### config.mk
export PLATFORM = sky130hd
export DESIGN_NAME = hazard_detection_unit
export DESIGN_NICKNAME = d
export VERILOG_FILES = /design/src/rtl/hazard_detection_unit_pkg.sv /design/src/rtl/hazard_detection_unit_perf_counter.sv /design/src/rtl/hazard_detection_unit.sv
export SDC_FILE = /design/constraint.sdc
export NUM_CORES = 1
export LEC_CHECK = 0
export BUFFER_PORTS_ARGS = -buffer_cell sky130_fd_sc_hd__clkbuf_2
export CORE_AREA = 2 2 50 43
export CTS_BUF_LIST = sky130_fd_sc_hd__clkbuf_4
export DETAILED_ROUTE_END_ITERATION = 10
export DIE_AREA = 0 0 52 45
export GPL_TIMING_DRIVEN = 0
export PLACE_DENSITY_LB_ADDON = 0.05
export RECOVER_POWER = 100
export SLEW_MARGIN = 40
export SYNTH_ARGS = -nofsm -noshare
export SYNTH_HDL_FRONTEND = slang
export SYNTH_SLANG_ARGS = --single-unit
### constraint.sdc
create_clock -name clk -period 1.5 [get_ports clk]
set_input_delay 0.075 -clock clk [delete_from_list [all_inputs] [get_ports clk]]
set_output_delay 0.075 -clock clk [all_outputs]
set_load 0.005 [all_outputs]
### src/rtl/hazard_detection_unit_pkg.sv
// Shared RISC-V definitions for the hazard detection unit.
//   - register address width default
//   - base opcode constants used for operand-use decode
//   - FSM state encodings for hazard_detection_unit
//   - decode_src_use(): which source register fields an opcode actually reads

`ifndef REG_ADDR_WIDTH
`define REG_ADDR_WIDTH 5
`endif

package hazard_detection_unit_pkg;

   localparam int HDU_REG_ADDR_WIDTH = `REG_ADDR_WIDTH;

   localparam logic [6:0] OPC_LOAD   = 7'b0000011;
   localparam logic [6:0] OPC_STORE  = 7'b0100011;
   localparam logic [6:0] OPC_BRANCH = 7'b1100011;
   localparam logic [6:0] OPC_JAL    = 7'b1101111;
   localparam logic [6:0] OPC_JALR   = 7'b1100111;
   localparam logic [6:0] OPC_LUI    = 7'b0110111;
   localparam logic [6:0] OPC_AUIPC  = 7'b0010111;
   localparam logic [6:0] OPC_RTYPE  = 7'b0110011;

   typedef enum logic [1:0] {
      HDU_S_RUN      = 2'd0,
      HDU_S_STALL    = 2'd1,
      HDU_S_MEM_WAIT = 2'd2
   } hdu_state_e;

   // Returns {rs2_used, rs1_used}. Anything not listed (OP-IMM, SYSTEM, ...)
   // reads rs1 only.
   function automatic logic [1:0] decode_src_use(input logic [6:0] opcode);
      logic [1:0] use_bits;
      case (opcode)
         OPC_RTYPE, OPC_STORE, OPC_BRANCH: use_bits = 2'b11;
         OPC_LOAD, OPC_JALR:               use_bits = 2'b01;
         OPC_LUI, OPC_AUIPC, OPC_JAL:      use_bits = 2'b00;
         default:                          use_bits = 2'b01;
      endcase
      return use_bits;
   endfunction

endpackage

### src/rtl/hazard_detection_unit_perf_counter.sv
// hazard_perf_counter: 32-bit saturating event counter.
// Only compiled when HAZARD_PERF_CNT_EN is defined, since only then does
// hazard_detection_unit instantiate it.
//   clk     core clock
//   rst_n   synchronous active-low clear
//   inc_en  count this cycle
//   count   current value, sticks at 0xFFFF_FFFF

`ifdef HAZARD_PERF_CNT_EN
module hazard_perf_counter (
   input  logic        clk,
   input  logic        rst_n,
   input  logic        inc_en,
   output logic [31:0] count
);

   always_ff @(posedge clk) begin
      if (!rst_n) begin
         count <= '0;
      end else if (inc_en && (count != 32'hFFFF_FFFF)) begin
         count <= count + 32'd1;
      end
   end

endmodule
`endif

### src/rtl/hazard_detection_unit.sv
// hazard_detection_unit: stall/flush controller for the 5-stage RISC-V core.
// Detects load-use, ID-stage branch operand and data-memory-wait hazards and
// sequences bubbles with a small FSM plus a 2-bit remaining-bubble counter.
//
// Ports
//   clk, rst_n                 core clock, synchronous active-low reset
//   IF_ID_inst_opcode/rs1/rs2  instruction in ID
//   ID_EX_mem_rd_en/reg_wr_en/rd   instruction in EX
//   EX_MEM_mem_rd_en/rd        instruction in MEM
//   branch_taken               ID-stage redirect resolved taken
//   dmem_req, dmem_ready       data-memory handshake from MEM
//   pc_wr_en, IF_ID_wr_en      front-end advance enables
//   IF_ID_flush                squash IF/ID on taken redirect
//   ID_EX_bubble               insert NOP into ID/EX
//   pipe_freeze                hold EX/MEM and MEM/WB
//   stall_cycles, freeze_cycles, flush_count
//                              perf counters, present only with HAZARD_PERF_CNT_EN
//
// state          | meaning
// ---------------+-----------------------------------------------------------
// HDU_S_RUN      | hazard detect active; stall on hazard, flush on taken branch
// HDU_S_STALL    | extra bubbles pending; detect ignored, remaining counts down
// HDU_S_MEM_WAIT | whole pipe frozen on data memory; saved state/remaining kept

module hazard_detection_unit
   import hazard_detection_unit_pkg::*;
#(
   parameter int REG_ADDR_WIDTH = HDU_REG_ADDR_WIDTH
) (
   input  logic                      clk,
   input  logic                      rst_n,
   input  logic [6:0]                IF_ID_inst_opcode,
   input  logic [REG_ADDR_WIDTH-1:0] IF_ID_rs1,
   input  logic [REG_ADDR_WIDTH-1:0] IF_ID_rs2,
   input  logic                      ID_EX_mem_rd_en,
   input  logic                      ID_EX_reg_wr_en,
   input  logic [REG_ADDR_WIDTH-1:0] ID_EX_rd,
   input  logic                      EX_MEM_mem_rd_en,
   input  logic [REG_ADDR_WIDTH-1:0] EX_MEM_rd,
   input  logic                      branch_taken,
   input  logic                      dmem_req,
   input  logic                      dmem_ready,
   output logic                      pc_wr_en,
   output logic                      IF_ID_wr_en,
   output logic                      IF_ID_flush,
   output logic                      ID_EX_bubble,
   output logic                      pipe_freeze
`ifdef HAZARD_PERF_CNT_EN
   ,
   output logic [31:0]               stall_cycles,
   output logic [31:0]               freeze_cycles,
   output logic [31:0]               flush_count
`endif
);

   hdu_state_e state, state_n;
   hdu_state_e saved_state, saved_state_n;
   hdu_state_e eff_state;
   logic [1:0] remaining, remaining_n;

   logic [1:0] src_use;
   logic       rs1_used, rs2_used, is_br;
   logic       match_ex, match_mem;
   logic       load_use, br_alu, br_load_ex, br_load_mem, hazard;
   logic [1:0] bubbles_m1;
   logic       frozen;

   assign src_use  = decode_src_use(IF_ID_inst_opcode);
   assign rs1_used = src_use[0];
   assign rs2_used = src_use[1];
   assign is_br    = (IF_ID_inst_opcode == OPC_BRANCH) || (IF_ID_inst_opcode == OPC_JALR);

   assign match_ex  = (rs1_used && (IF_ID_rs1 != '0) && (IF_ID_rs1 == ID_EX_rd)) ||
                      (rs2_used && (IF_ID_rs2 != '0) && (IF_ID_rs2 == ID_EX_rd));
   assign match_mem = (rs1_used && (IF_ID_rs1 != '0) && (IF_ID_rs1 == EX_MEM_rd)) ||
                      (rs2_used && (IF_ID_rs2 != '0) && (IF_ID_rs2 == EX_MEM_rd));

   assign load_use    = ID_EX_mem_rd_en && match_ex && !is_br;
   assign br_alu      = is_br && ID_EX_reg_wr_en && !ID_EX_mem_rd_en && match_ex;
   assign br_load_ex  = is_br && ID_EX_mem_rd_en && match_ex;
   assign br_load_mem = is_br && EX_MEM_mem_rd_en && match_mem;
   assign hazard      = load_use || br_alu || br_load_ex || br_load_mem;

   // A load still in EX feeding a branch needs two bubbles; everything else one.
   assign bubbles_m1 = br_load_ex ? 2'd1 : 2'd0;

   // Exit from the wait happens in the same cycle dmem_ready is seen, so a
   // ready cycle in S_MEM_WAIT already behaves like the saved state.
   assign frozen    = !dmem_ready && (dmem_req || (state == HDU_S_MEM_WAIT));
   assign eff_state = (state == HDU_S_MEM_WAIT) ? saved_state : state;

   always_ff @(posedge clk) begin
      if (!rst_n) begin
         state       <= HDU_S_RUN;
         saved_state <= HDU_S_RUN;
         remaining   <= 2'd0;
      end else begin
         state       <= state_n;
         saved_state <= saved_state_n;
         remaining   <= remaining_n;
      end
   end

   always_comb begin
      state_n       = state;
      saved_state_n = saved_state;
      remaining_n   = remaining;
      pc_wr_en      = 1'b1;
      IF_ID_wr_en   = 1'b1;
      IF_ID_flush   = 1'b0;
      ID_EX_bubble  = 1'b0;
      pipe_freeze   = 1'b0;

      if (frozen) begin
         state_n = HDU_S_MEM_WAIT;
         if (state != HDU_S_MEM_WAIT) begin
            saved_state_n = state;
         end
         pc_wr_en    = 1'b0;
         IF_ID_wr_en = 1'b0;
         pipe_freeze = 1'b1;
      end else begin
         case (eff_state)
            HDU_S_STALL: begin
               pc_wr_en     = 1'b0;
               IF_ID_wr_en  = 1'b0;
               ID_EX_bubble = 1'b1;
               remaining_n  = (remaining != 2'd0) ? (remaining - 2'd1) : 2'd0;
               state_n      = (remaining_n == 2'd0) ? HDU_S_RUN : HDU_S_STALL;
            end
            default: begin
               if (hazard) begin
                  pc_wr_en     = 1'b0;
                  IF_ID_wr_en  = 1'b0;
                  ID_EX_bubble = 1'b1;
                  remaining_n  = bubbles_m1;
                  state_n      = (bubbles_m1 != 2'd0) ? HDU_S_STALL : HDU_S_RUN;
               end else begin
                  state_n     = HDU_S_RUN;
                  IF_ID_flush = branch_taken;
               end
            end
         endcase
      end

      if (!rst_n) begin
         pc_wr_en     = 1'b0;
         IF_ID_wr_en  = 1'b0;
         IF_ID_flush  = 1'b0;
         ID_EX_bubble = 1'b1;
         pipe_freeze  = 1'b0;
      end
   end

`ifdef HAZARD_PERF_CNT_EN
   hazard_perf_counter u_stall_cnt (
      .clk    (clk),
      .rst_n  (rst_n),
      .inc_en (ID_EX_bubble),
      .count  (stall_cycles)
   );

   hazard_perf_counter u_freeze_cnt (
      .clk    (clk),
      .rst_n  (rst_n),
      .inc_en (pipe_freeze),
      .count  (freeze_cycles)
   );

   hazard_perf_counter u_flush_cnt (
      .clk    (clk),
      .rst_n  (rst_n),
      .inc_en (IF_ID_flush),
      .count  (flush_count)
   );
`endif

endmodule

After elaboration in Yosys (flattened, before gate mapping). Index checks and enable logic that the tools add are counted.

Muxes and demuxes: 25. Eq/ne operators: 14. Reduce and logical (&&, ||, !) cells: 37. Bitwise logic cells: 2. Add/sub/neg operators: 1.

Operators by type and width (count): 7-bit by 6-bit equality test with 1-bit output, second input constant (3); 7-bit equality test, second input constant (3); 5-bit equality test (4); 1-bit two-way mux (19); 1-bit logical AND (16); 2-bit two-way mux (5); 5-bit nonzero test (2); 7-bit by 5-bit equality test with 1-bit output, second input constant (1); 1-bit logical OR (7); 2-bit nonzero test (3); 3-bit OR reduction (2); 2-bit case mux with 2 select lines (1); 2-bit AND reduction (2); 1-bit zero test (3); 2-bit by 1-bit equality test with 1-bit output, second input constant (1); 2-bit equality test, second input constant (1); 2-bit zero test (1); 2-bit != test, second input constant (1); 1-bit NOT (2); 2-bit OR reduction (1); 2-bit by 1-bit subtractor with 2-bit output, second input constant (1).

Word-level logic and storage cells: 83. Output and inout port bits: 5. Flip-flop bits (word level): 6. Input bits: 35.

Longest topological paths before layout. Gate-level depths: netlist of run 1.

Depth in word-level cells: 15. Depth in mapped cells: 7. Depth with buffers taken out: 6.

Worst setup path before layout of run 1. No wires, ideal clock.

Path type: input port to output port. Start: input port IF_ID_inst_opcode[3]. End: output port pc_wr_en. Data required time: 1.425 ns. Arrival time: 1.490 ns. Buffers on the path: 1. Stages on the path: 7. Setup slack: -0.065 ns. Cells stage by stage: and3b_1 > nand4b_1 > or4_1 > o21a_2 > o21ai_0 > nor2_1 > buf_4.

Cells in the longest elaborated chain, start to end: 15. Elaborated cells between the ends (all ways): 36. Classes of those cells: 7 x eq/ne; 5 x mux; 24 x reduce/logical.

RTL lines: start, declared (line hazard_detection_unit.sv:32) `input logic [6:0] IF_ID_inst_opcode,`; 7-bit by 6-bit equality test with 1-bit output (tied with other cells) (line hazard_detection_unit_pkg.sv:34) `case (opcode)`; 3-bit OR reduction (line hazard_detection_unit_pkg.sv:34); 2-bit case mux with 2 select lines (line hazard_detection_unit_pkg.sv:34); 1-bit logical AND (on tied branches); 1-bit logical AND (on tied branches) (line hazard_detection_unit.sv:73, hazard_detection_unit.sv:74); 1-bit logical OR (line hazard_detection_unit.sv:73) `assign match_ex = (rs1_used && (IF_ID_rs1 != '0) && (IF_ID_rs1 == ID_EX_rd)) ||`; 1-bit logical AND (2 in a row) (line hazard_detection_unit.sv:78) `assign load_use = ID_EX_mem_rd_en && match_ex && !is_br;`; 1-bit logical OR (2 in a row) (line hazard_detection_unit.sv:82) `assign hazard = load_use || br_alu || br_load_ex || br_load_mem;`; 1-bit logical OR (*) (line hazard_detection_unit.sv:82); 1-bit two-way mux (*) (4 in a row); end, declared (line hazard_detection_unit.sv:43) `output logic pc_wr_en,`.

Every way passes the cells marked *; elsewhere a longest branch is shown, timed or not.

Final worst setup path of run 1.
Start: register state[0]. End: output port IF_ID_flush.

Cells in the longest elaborated chain, start to end: 6. Elaborated cells between the ends (all ways): 8. Classes of those cells: 2 x eq/ne; 4 x mux; 2 x reduce/logical.

RTL lines: start, declared (line hazard_detection_unit.sv:56) `hdu_state_e state, state_n;`; start signal, assigned (line hazard_detection_unit.sv:98) `state <= state_n;`; 2-bit equality test (line hazard_detection_unit.sv:89, hazard_detection_unit.sv:90); 2-bit two-way mux (line hazard_detection_unit.sv:90) `assign eff_state = (state == HDU_S_MEM_WAIT) ? saved_state : state;`; 2-bit by 1-bit equality test with 1-bit output (line hazard_detection_unit.sv:123) `case (eff_state)`; 1-bit two-way mux (line hazard_detection_unit.sv:123); 1-bit two-way mux (*) (line hazard_detection_unit.sv:114) `if (frozen) begin`; 1-bit two-way mux (*) (line hazard_detection_unit.sv:146) `if (!rst_n) begin`; end, declared (line hazard_detection_unit.sv:45) `output logic IF_ID_flush,`.

Marked as above.

==> reports/metrics.cfg, run 1 <==
[critical_path]
rr_worst_depth=7
r2r_setup_slack_ps=80
crit_arrival_ps=1670
required_ps=1420
endpoint=IF_ID_flush
slowest_delay_ps=420
slowest_stage=dfxtp_1
critPathCaptureType=output port
r2r_end=remaining[1]
r2r_start=state[0]
crit_path_start=state[0]
startpoint_type=register
path_max_fanout=4
crit_type=reg -> out
crit_chain=nor2b_4, nand3b_1, o21ai_2, nor3_2, o21a_1, and3_1, clkbuf_2

[route]
drt_iter0_markers=12
viasPerCell=5.05
drc=0
first_pass_iters=4
postRouteAntennaNets=0
routed_wl_um=2140
num_vias=839
wl_per_cell_um=12.9

[yosys]
synth_cells=89
synthArstFlopShare=0
synth_edf_count=0
netlist_area_um2=669
synth-seq-cells=6
synth.distinct_cells=34
synth_top_area_frac=0.222
yosysSeqAreaShare=0.179
syn_nets=124
ys.flop_type=dfxtp_1
yosysTopAreaCell=xnor2_1
syn_avg_cell_area_um2=7.52
ys.warnings.count=0
synth.area.top_cells=xnor2_1 22%, dfxtp_1 18%, nand3_1 4.5%

[timing]
max_freq_ghz=0.572
hold_viol_final=0
min_period_ps=1750
drv_slew=0
worst_pin_slew_ps=477
slew_headroom=0.681
setup_viol=5
final.setup.worst_slack_ps=-247
period_share=1.16
rsz0062_at_grt=true
clock_skew_ps=1.87

[layout]
syn2layout_area_growth_pct=68.6
n_antenna_cell=0
fin_util=0.626
final_area_um2=1130
drive_above_1_share=0.514
layout_commonest_cell=clkbuf_2
nets=179
num-fill-cells=181
final_cells=166
final_cell_mix=34 x clkbuf_2, 16 x xnor2_1, 10 x buf_4

[clocking]
htree_levels=1
cts_root_buffer=clkbuf_4
cts_tree=done
cts_hold_repair.buffers=0
cts_buffers=3
path_clk_slew_ps=50
clk_latency_ps=240
cts_buffer_depth=2
clkSinkCount=6

[grt]
grt_max_degree=9
grt-ovfl-total=0
grt_pass1_vias=767
grt.total_usage=0.176
antenna_found_initial=0
grt_pass1_wl_um=3080

[placement]
dpl.hpwl_um=1540
place_inst=152
gp_congestion=0.834
io_buffer_count=39
placed_area_um2=898

[run_status]
outcome=finished, violations left
violations=negative setup slack

[flow_run]
maxCapViolCount=0

[floorplan]
fp-row-count=14
die_h_um=45
coreArea_um2=1800
die_w_um=52
ioPinCount=40
dieArea_um2=2340
start_util=0.371

[hold_path]
worst_hold_path_type=in -> reg
hold_depth=3

[pwr]
irDropWorstVdd_mv=0.431
p_leak_uw=0.000475
power_density_nw_per_um2=468

[worst min path at each step]
stage / slack, ps / end / startpoint
final: 140 / remaining[1] / rst_n
after global routing: 140 / remaining[1] / rst_n
after CTS: 130 / remaining[1] / rst_n
after detailed placement: 390 / remaining[1] / rst_n
after global placement: 390 / remaining[1] / rst_n
after floorplan: 200 / state[1] / rst_n
[report_power, final]
part / total, uW / leakage, uW / internal (uW) / switching (uW)
Clock: 149 / 0.0000138 / 90.5 / 58.7
Sequential: 162 / 0.0000492 / 160 / 1.40
Combinational: 217 / 0.000412 / 119 / 97.6
Total: 528 / 0.000475 / 370 / 158
[metal layers]
layer | track usage | wire (um) | vias up
met2 | 0.278 | 1000 | 34
li1 | - | - | 431
met4 | 0.0421 | 0 | 0
met3 | 0.0530 | 144 | 0
met1 | 0.235 | 993 | 374
met5 | 0 | 0 | -
[cells in the mapped netlist, drive strengths merged (2+ instances only)]
cell   instances
xor2           3
nor3           2
o21a           2
o21ai          7
or4            3
nand2          7
a21oi          4
xnor2         17
inv            2
nor2           5
dfxtp          6
and2           4
nor4           2
nand3          6
or2            3
[kinds of logic (layout without fill, tap and decap cells)]
logic type	after synthesis	count (layout)	synth area share
AO/OA/AOI/OAI	18	18	0.166
XOR/XNOR	20	20	0.262
buffers and inverters	3	56	0.0224
flip-flops	6	6	0.179
AND/OR/NAND/NOR	42	42	0.370
[sequential cells by signal (all words and copies together), names as in the netlist]
register	flops
saved_state	2
remaining	2
state	2
[final cells by class]
cell class	instances	area [um^2]	area share
flip-flops and latches	6	124	0.110
inverters	2	7.51	0.00665
repair buffers	50	320	0.284
plain buffers	1	7.51	0.00665
well taps	24	30.0	0.0266
multi-input cells	80	617	0.547
clock buffers	3	22.5	0.0200
[critical path: cells and delay by family (launching register included)]
family,cells,cell delay (ps)
and+or+nand+nor,4,620
AOI/OAI and AO/OA,2,280
DFF,1,420
buffers and inverters,1,100
[per-stage QoR]
step	total power, uW	hold WS (ps)	worst slack (ps)	setup TNS, ps
6_report	528	138	-247	-863
3_3_place_gp	338	392	-297	-1420
5_1_grt	567	143	-306	-1290
4_1_cts	509	135	-277	-932
3_5_place_dp	340	388	-315	-1540
2_1_floorplan	251	197	7.51	0
[timing repair]
item	4_1_cts	5_1_grt
setup buffers	6	5
setup endpoints to repair	5	8
pin swaps	5	5
resized for setup	9	24
Note: power is estimated with default switching activity, not from simulation.
==> run 2: changes to the inputs <==
- ABC_AREA: default -> 1
- CORE_AREA: 2 2 50 43 -> 2 2 54 46
- DIE_AREA: 0 0 52 45 -> 0 0 56 48
==> run 2 against run 1 <==
Net effect: the flow now finishes without violations; register-to-register slack gained 150 ps; global-route usage down 1.8 points; worst setup slack improved by 330 ps; cell area down 0.11%; clock power hardly changed; sequential share of layout area decreased by 0.099 points; sequential cell count did not move; clock-buffer cell count is the same; area after synthesis increased by 19%; die area grew 15%; hold slack worse by 8.1 ps; largest cell class unchanged.
==> reports/metrics.cfg, run 2 <==
[timing]
period_share=0.941
max_freq_ghz=0.708
hold_ws_ps=130
min_period_ps=1410
hold_viol_final=0
drv_slew=0
rsz0062_at_grt=true
slew_headroom=0.834
clock_skew_ps=2.18
worst_pin_slew_ps=246
setup_viol=0

[route]
wl_met1_um=1030
drc=0
dr_wl_met3_um=143
routed_wl_um=2010
first_pass_iters=4
met2_length_um=833
wl_per_cell_um=8.92
viasPerCell=4.42
drt_iter0_markers=24
postRouteAntennaNets=0
highest_layer=met3
num_vias=995

[flow_run]
maxCapViolCount=0

[hold_path]
min_to=state[1]
worst_hold_path_type=in -> reg
hold_start=dmem_ready
hold_depth=4

[floorplan]
die_w_um=56
start_util=0.379
die_h_um=48
coreArea_um2=2100
ioPinCount=40
dieArea_um2=2690
fp-row-count=15

[critical_path]
crit_type=reg -> out
required_ps=1420
r2r_start=state[1]
path_max_fanout=5
r2r_setup_slack_ps=230
crit_arrival_ps=1340
rr_worst_depth=9
startpoint_type=register
r2r_end=remaining[0]
critPathCaptureType=output port

[clocking]
htree_levels=1
cts_buffers=3
cts_hold_repair.buffers=0
clk_latency_ps=240
path_clk_slew_ps=50
cts_buffer_depth=2
cts_tree=done
clkSinkCount=6
cts_root_buffer=clkbuf_4

[yosys]
synth.distinct_cells=19
ys_top_cells_by_count=64 x nand2_1, 27 x inv_1, 21 x nor2_1
yosysSeqAreaShare=0.151
syn_nets=190
synth.area.top_cells=nand2_1 30%, dfxtp_1 15%, inv_1 13%
synth_edf_count=0
synth_top_area_frac=0.301
synth_most_common_cell=nand2_1
synth-seq-cells=6
ys.flop_type=dfxtp_1
netlist_area_um2=797
ys.warnings.count=0
syn_avg_cell_area_um2=5.14
synth_cells=155
synthArstFlopShare=0
yosysTopAreaCell=nand2_1

[layout]
n_antenna_cell=0
final_cell_mix=62 x nand2_1, 37 x clkbuf_2, 24 x inv_1
drive_above_1_share=0.335
layout_commonest_cell=nand2_1
fin_util=0.536
syn2layout_area_growth_pct=41.4
reg_top3=remaining (2), saved_state (2), state (2)
nets=237

[pwr]
irDropWorstVdd_mv=0.466
power_density_nw_per_um2=465
p_leak_uw=0.000652

[grt]
grt_max_degree=8
grt-ovfl-total=0
grt_pass1_vias=858
grt_pass1_wl_um=3330
grt.total_usage=0.157
antenna_found_initial=0

[placement]
dpl.hpwl_um=1720
gp_congestion=0.753
io_buffer_count=39

[run_status]
outcome=finished clean

-- run 2: changes by cell type after synthesis, moves of 4 or more --
cell     change
nand3_1      +4
xnor2_1      -9
nor2_1      +16
inv_1       +25
and2_1       -4
nand2_1     +57
-- run 2: kinds of logic after synthesis --
family,Yosys count,synth area share
simple gates,105,0.567
buf+inv,28,0.137
compound gates,8,0.0581
xor+xnor,8,0.0879
flops,6,0.151
-- run 2: layout make-up --
| cell class | count | area, um^2 |
|---|---|---|
| Fill cell | 231 | 975 |
| Multi-Input combinational cell | 121 | 614 |
| Timing Repair Buffer | 43 | 235 |
| Sequential cell | 6 | 123 |
| Inverter | 27 | 101 |
| Tap cell | 25 | 31.3 |
| Clock buffer | 3 | 22.5 |
-- run 2: timing repair --
| item | 4_1_cts | 5_1_grt |
|---|---|---|
| endpoints found under the setup margin | 4 | 5 |
| gates resized for setup | 7 | 14 |
| setup buffers | 0 | 4 |
| gates cloned | 0 | 0 |
| pin swaps | 1 | 5 |
-- run 2: worst max-delay path by stage --
stage	from	endpoint	slack, ps	depth (start not counted)
4_1_cts	state[0]	pc_wr_en	7	8
3_5_place_dp	state[1]	remaining[1]	100	9
6_report	state[1]	IF_ID_flush	90	8
5_1_grt	state[1]	ID_EX_bubble	-30	9
3_3_place_gp	state[1]	remaining[1]	120	9
2_1_floorplan	state[1]	remaining[1]	290	9
-- run 2: power by group --
| part | leakage (uW) | switching, uW | internal (uW) |
|---|---|---|---|
| Clock | 0.0000138 | 61.7 | 90.8 |
| Sequential | 0.0000496 | 1.67 | 163 |
| Combinational | 0.000589 | 110 | 96.1 |
-- run 2: critical path: stages, from the launching register on --
cell	delay, ps
dfxtp_2	320
inv_2	70
nor2_4	50
nor2_2	90
nor2_2	50
inv_2	90
nand2_2	90
nor3b_2	200
clkbuf_2	140
-- run 2: metal layers --
layer	GRT usage	up-vias
li1	-	554
met4	0.0143	0
met3	0.0432	0
met2	0.275	32
met1	0.206	409
met5	0	-
-- run 2: stage by stage --
step	TNS, ps	total power [uW]	setup WS [ps]	std cells	area [um^2]
floorplan	0	267	290	155	797
global placement	0	352	117	219	1020
detailed placement	0	356	96.4	219	1020
CTS	0	513	6.84	222	1060
global route	-43.9	570	-32.8	225	1130
finish	0	524	88.0	225	1130
